--- config.mk ---
export PLATFORM = sky130hd
export DESIGN_NAME = seg_scan_ctrl
export DESIGN_NICKNAME = d
export VERILOG_FILES = /design/src/rtl/seg_scan_ctrl.sv
export SDC_FILE = /design/constraint.sdc
export NUM_CORES = 1
export LEC_CHECK = 0
export ABC_AREA = 1
export BUFFER_PORTS_ARGS = -buffer_cell sky130_fd_sc_hd__buf_2
export CAP_MARGIN = 10
export CORE_UTILIZATION = 58
export DETAILED_ROUTE_END_ITERATION = 10
export PLACE_DENSITY = 0.79
export SYNTH_ARGS = -nofsm -noshare
export SYNTH_HDL_FRONTEND = slang
export SYNTH_SLANG_ARGS = --single-unit
--- constraint.sdc ---
create_clock -name clk -period 2.3 [get_ports clk]
set_input_delay 0.23 -clock clk [delete_from_list [all_inputs] [get_ports clk]]
set_output_delay 0.23 -clock clk [all_outputs]
set_load 0.03 [all_outputs]
--- src/rtl/seg_scan_ctrl.sv ---
// seg_scan_ctrl: multi-digit seven-segment scan controller with frame-boundary updates.
// Define SEG_SCAN_BLINK_EN to enable per-digit blinking.
module seg_scan_ctrl #(
    parameter int NUM_DIG = 4,
    parameter int DIV = 50000,
    parameter int BLANK = 16,
    parameter int BLINK_FRAMES = 64
) (
    input  logic                   clk,
    input  logic                   rst_n,
    input  logic                   load,
    input  logic [4*NUM_DIG-1:0]   data_in,
    input  logic [NUM_DIG-1:0]     dig_en,
    input  logic [NUM_DIG-1:0]     blink_mask,
    output logic                   pend,
    output logic                   frame_start,
    output logic [3:0]             hex_out,
    output logic                   hex_en,
    output logic [NUM_DIG-1:0]     an_n
);
    localparam int CW = $clog2(DIV + 1);
    localparam int IW = (NUM_DIG > 1) ? $clog2(NUM_DIG) : 1;
    localparam logic [IW-1:0] LAST = IW'(NUM_DIG - 1);
    localparam logic [CW-1:0] BLANK_END = CW'((BLANK > 0) ? BLANK - 1 : 0);
    localparam logic [CW-1:0] SHOW_END = CW'(DIV - BLANK - 1);
    typedef enum logic {S_BLANK, S_SHOW} state_t;
    localparam state_t S_INIT = (BLANK == 0) ? S_SHOW : S_BLANK;
    state_t st, st_nx;
    logic [CW-1:0] cnt, cnt_nx;
    logic [IW-1:0] idx, idx_nx;
    logic [NUM_DIG-1:0][3:0] act_data, pend_data, act_data_nx;
    logic [NUM_DIG-1:0] act_en, pend_en, act_en_nx, hide, an_d;
    logic [3:0] hex_d;
    logic bnd, show;
    // The boundary is the first cycle of slot 0; outputs produced at this edge describe it.
    assign bnd = (idx == '0) && (cnt == '0) && (st == S_INIT);
    assign act_data_nx = (bnd && load) ? data_in : (bnd && pend) ? pend_data : act_data;
    assign act_en_nx = (bnd && load) ? dig_en : (bnd && pend) ? pend_en : act_en;
`ifdef SEG_SCAN_BLINK_EN
    localparam int FW = $clog2(BLINK_FRAMES + 1);
    logic [FW-1:0] fcnt;
    logic phase, phase_nx, wrap_f;
    logic [NUM_DIG-1:0] act_bm, pend_bm, act_bm_nx;
    assign wrap_f = bnd && (fcnt == FW'(BLINK_FRAMES));
    assign phase_nx = phase ^ wrap_f;
    assign act_bm_nx = (bnd && load) ? blink_mask : (bnd && pend) ? pend_bm : act_bm;
    assign hide = phase_nx ? act_bm_nx : '0;
    always_ff @(posedge clk or negedge rst_n) begin
        if (!rst_n) begin
            fcnt <= '0;
            phase <= 1'b0;
            act_bm <= '0;
            pend_bm <= '0;
        end else begin
            fcnt <= !bnd ? fcnt : wrap_f ? FW'(1) : fcnt + 1'b1;
            phase <= phase_nx;
            act_bm <= act_bm_nx;
            if (load) pend_bm <= blink_mask;
        end
    end
`else
    localparam int unused_blink_frames = BLINK_FRAMES;
    logic unused_blink_mask;
    assign unused_blink_mask = ^blink_mask;
    assign hide = '0;
`endif
    always_ff @(posedge clk or negedge rst_n) begin
        if (!rst_n) begin
            st <= S_INIT;
            cnt <= '0;
            idx <= '0;
        end else begin
            st <= st_nx;
            cnt <= cnt_nx;
            idx <= idx_nx;
        end
    end
    always_comb begin
        st_nx = st;
        cnt_nx = cnt + 1'b1;
        idx_nx = idx;
        if (st == S_BLANK && cnt == BLANK_END) begin
            st_nx = S_SHOW;
            cnt_nx = '0;
        end else if (st == S_SHOW && cnt == SHOW_END) begin
            st_nx = S_INIT;
            cnt_nx = '0;
            idx_nx = (idx == LAST) ? '0 : idx + 1'b1;
        end
    end
    always_comb begin
        show = (st == S_SHOW) && act_en_nx[idx] && !hide[idx];
        an_d = show ? ~(NUM_DIG'(1) << idx) : '1;
        hex_d = show ? act_data_nx[idx] : 4'h0;
    end
    always_ff @(posedge clk or negedge rst_n) begin
        if (!rst_n) begin
            act_data <= '0;
            act_en <= '0;
            pend_data <= '0;
            pend_en <= '0;
            pend <= 1'b0;
            frame_start <= 1'b0;
            hex_out <= 4'h0;
            hex_en <= 1'b0;
            an_n <= '1;
        end else begin
            act_data <= act_data_nx;
            act_en <= act_en_nx;
            pend <= !bnd && (load || pend);
            if (load) begin
                pend_data <= data_in;
                pend_en <= dig_en;
            end
            frame_start <= bnd;
            hex_out <= hex_d;
            hex_en <= show;
            an_n <= an_d;
        end
    end
endmodule

==> flow_metrics.py <==
metrics = {
    "placement": {
        "port_buffers": 33,
        "placedCellCount": 535,
        "place_congestion": 0.872,
        "post_dp_cell_area_um2": 3790,
        "dp_hpwl_mm": 5.06,
    },
    "logic_synthesis": {
        "syn_area_um2": 3520,
        "avgSynthCellArea_um2": 8.10,
        "ys_warn_count": 0,
        "synthDistinctLibCells": 25,
        "synth.top_cell.area_share_pct": 47.0,
        "ys_seq_area_share_pct": 50.0,
        "synth_area_leaders": "dfrtp_1, nand2_1, nand3_1",
        "synth_nets": 467,
        "synth_top_area_cell": "dfrtp_1",
        "ys_ff_latch": 70,
        "syn_inst": 434,
    },
    "sta": {
        "tightest_slew_ns": 0.645,
        "hold_violations": 0,
        "fmax_mhz": 480,
        "maxSlewViolCount": 0,
        "fin_skew_ns": 0.00743,
        "finalSetupViolCount": 0,
        "relSlewSlack_pct": 57.0,
        "grt_setup_unrepaired": "no",
        "finalCriticalPeriod_ns": 2.08,
        "setup_tns_ns": 0,
        "finalCritPeriodShare_pct": 90.5,
    },
    "final_layout": {
        "nets": 508,
        "multi_input_area_um2": 1410,
        "layout-drive-gt1-share_pct": 17.3,
        "final_core_util_pct": 70.3,
        "finalNonFillerCells": 552,
        "n_fill_cell": 455,
        "finalInstanceArea_um2": 3990,
        "seq_area_um2": 1760,
        "syn2layout_area_growth_pct": 13.6,
        "num_antenna_cells": 0,
    },
    "floorplanning": {
        "die_y_um": 79.9,
        "rows": 27,
        "ioPinCount": 38,
        "die_area_um2": 6380,
        "die_w_um": 79.9,
        "core-area_um2": 5680,
        "start_util_pct": 61.9,
    },
    "clock_tree": {
        "cts.sinks": 70,
        "cts_max_level": 3,
        "worstSkewPairLatency_ns": 0.34,
        "numCtsBuffers": 9,
        "clkTransAtPathRegs_ns": 0.07,
        "cts-root-buf": "clkbuf_8",
        "postCtsSetupBuffers": 0,
        "cts_tree": "done",
        "cts_buffer_depth": 2,
    },
    "global_routing": {
        "grt_use_total_pct": 26.4,
        "grt_first_pass_wirelength_mm": 12.8,
        "first_global_vias": 2854,
        "overflow": 0,
        "grt_max_degree": 43,
        "antenna_found_initial": 0,
    },
    "detailed_routing": {
        "drtIter0Drc": 221,
        "viasPerCell": 5.39,
        "avgRoutedWirePerCell_um": 13.5,
        "vias": 2976,
        "drc": 0,
        "wl_mm": 7.47,
        "drt_pass1_iterations": 4,
        "drtAntennaViolNets": 0,
    },
    "critical_path": {
        "rr_endpoint": "hex_out[3]",
        "cp_max_fo": 15,
        "rrSetupSlack_ns": 0.22,
        "criticalPathCategory": "register to register",
        "crit_start": "cnt[0]",
        "cp-start-kind": "register",
        "r2r_cells": 15,
        "worstPathRequired_ns": 2.57,
        "r2r_start": "cnt[0]",
        "cp.arrival_ns": 2.35,
        "cp-end-kind": "register",
    },
    "pwr": {
        "max-vdd-ir-drop_mv": 0.426,
        "powerDensity_nw_per_um2": 607,
        "p_leak_nw": 2.10,
    },
    "hold_path": {
        "min_from": "data_in[2]",
        "worstHoldPathType": "input pin to register",
        "hold_depth": 3,
        "hold-path-endpoint": "pend_data[2]",
    },
    "job": {
        "max-cap-violations": 0,
    },
    "outcome": {
        "status": "finished clean",
    },
}
-- final cells by class --
class / instances / share of cell area [%]
tap: 72 / 2.26
timing repair buffer: 49 / 7.71
sequential: 70 / 44.0
clock buffer: 15 / 4.17
multi-input combinational: 277 / 35.3
clock inverter: 1 / 0.125
inverter: 68 / 6.46
-- critical path: stages (launching register included) --
cell and delay [ns]:
dfrtp_1 0.40, inv_1 0.09, ha_1 0.15, inv_1 0.04
nor2_1 0.12, nand3_2 0.12, nor2_4 0.15, nand3_1 0.13
buf_6 0.19, nand2_1 0.06, nand3_1 0.08, nand3_1 0.11
nand3_1 0.10, nand2_1 0.10, inv_1 0.06, nor2_2 0.11
-- cell usage after synthesis, drive strengths merged --
cell type,count
a21oi,11
a31oi,1
and2,4
buf,12
clkbuf,7
dfrtp,66
dfstp,4
ha,6
inv,68
nand2,93
nand3,62
nand4,28
nor2,41
nor4,2
o211ai,1
o21ai,25
xnor2,1
xor2,2
-- logic make-up after synthesis --
group / count (synthesis) / share of synthesized area (%)
AOI/OAI and AO/OA: 38 / 5.52
xor gates and xnor gates: 3 / 0.747
adders and majority gates: 6 / 2.14
buffers and inverters: 87 / 10.2
DFF: 70 / 50.0
and+or+nand+nor: 230 / 31.5
-- power by group --
part | switching, W | total, W | internal (W)
Combinational | 0.000146 | 0.000220 | 0.0000743
Clock | 0.000433 | 0.000885 | 0.000452
Sequential | 0.0000195 | 0.00132 | 0.00130
-- worst max path at each step --
stage	end	slack [ns]	cells after the start
after floorplan	hex_out[0]	0.19	13
after global placement	hex_out[2]	0.20	13
after detailed placement	hex_out[3]	0.15	13
after CTS	hex_out[3]	0.12	13
after global routing	hex_out[3]	0.006	14
final	hex_out[3]	0.22	15
-- per-layer routing --
layer / vias up / track usage (%) / wire length (um)
li1: 1469 / - / -
met1: 1386 / 37.2 / 3560
met2: 107 / 39.5 / 3360
met3: 14 / 4.69 / 425
met4: 0 / 12.1 / 131
met5: - / 0 / 0
-- cells in the final DEF, fill, tap and decap left out, types with 2 or more instances in the layout --
master / synthesis / layout
a21oi_1: 11 / 11
buf_2: 7 / 33
clkbuf_8: 0 / 11
nand3_4: 2 / 3
nor2_2: 9 / 9
nor2_1: 31 / 31
xor2_1: 2 / 2
clkbuf_1: 7 / 4
ha_1: 6 / 6
and2_1: 4 / 4
nand2_1: 93 / 93
buf_6: 1 / 2
dfstp_2: 4 / 4
nor4_1: 2 / 2
dfrtp_1: 66 / 66
nand3_2: 5 / 4
nand4_1: 28 / 28
nand3_1: 55 / 55
inv_1: 66 / 66
o21ai_0: 25 / 25
buf_4: 4 / 12
-- state kept, by name, summed over array words and instances, names as in the netlist --
name and cells:
idx 2, hex_out 4, act_en 4, pend 1
cnt 16, frame_start 1, act_data 16, hex_en 1
pend_en 4, pend_data 16, st 1, an_n 4
-- timing repair --
action                                  CTS  global route
gates resized for setup                   0             5
hold endpoints to repair                 24             0
endpoints found under the setup margin    0             5
hold buffers                              1             0
-- stage by stage --
stage               power, W  setup slack [ns]  hold WS [ns]
floorplan            0.00147             0.191       -0.0656
global placement     0.00155             0.201         0.286
detailed placement   0.00156             0.154         0.285
CTS                  0.00244             0.118         0.101
global route         0.00252           0.00557         0.121
finish               0.00242             0.218         0.116
No activity file was read; power rests on OpenSTA's default activity.
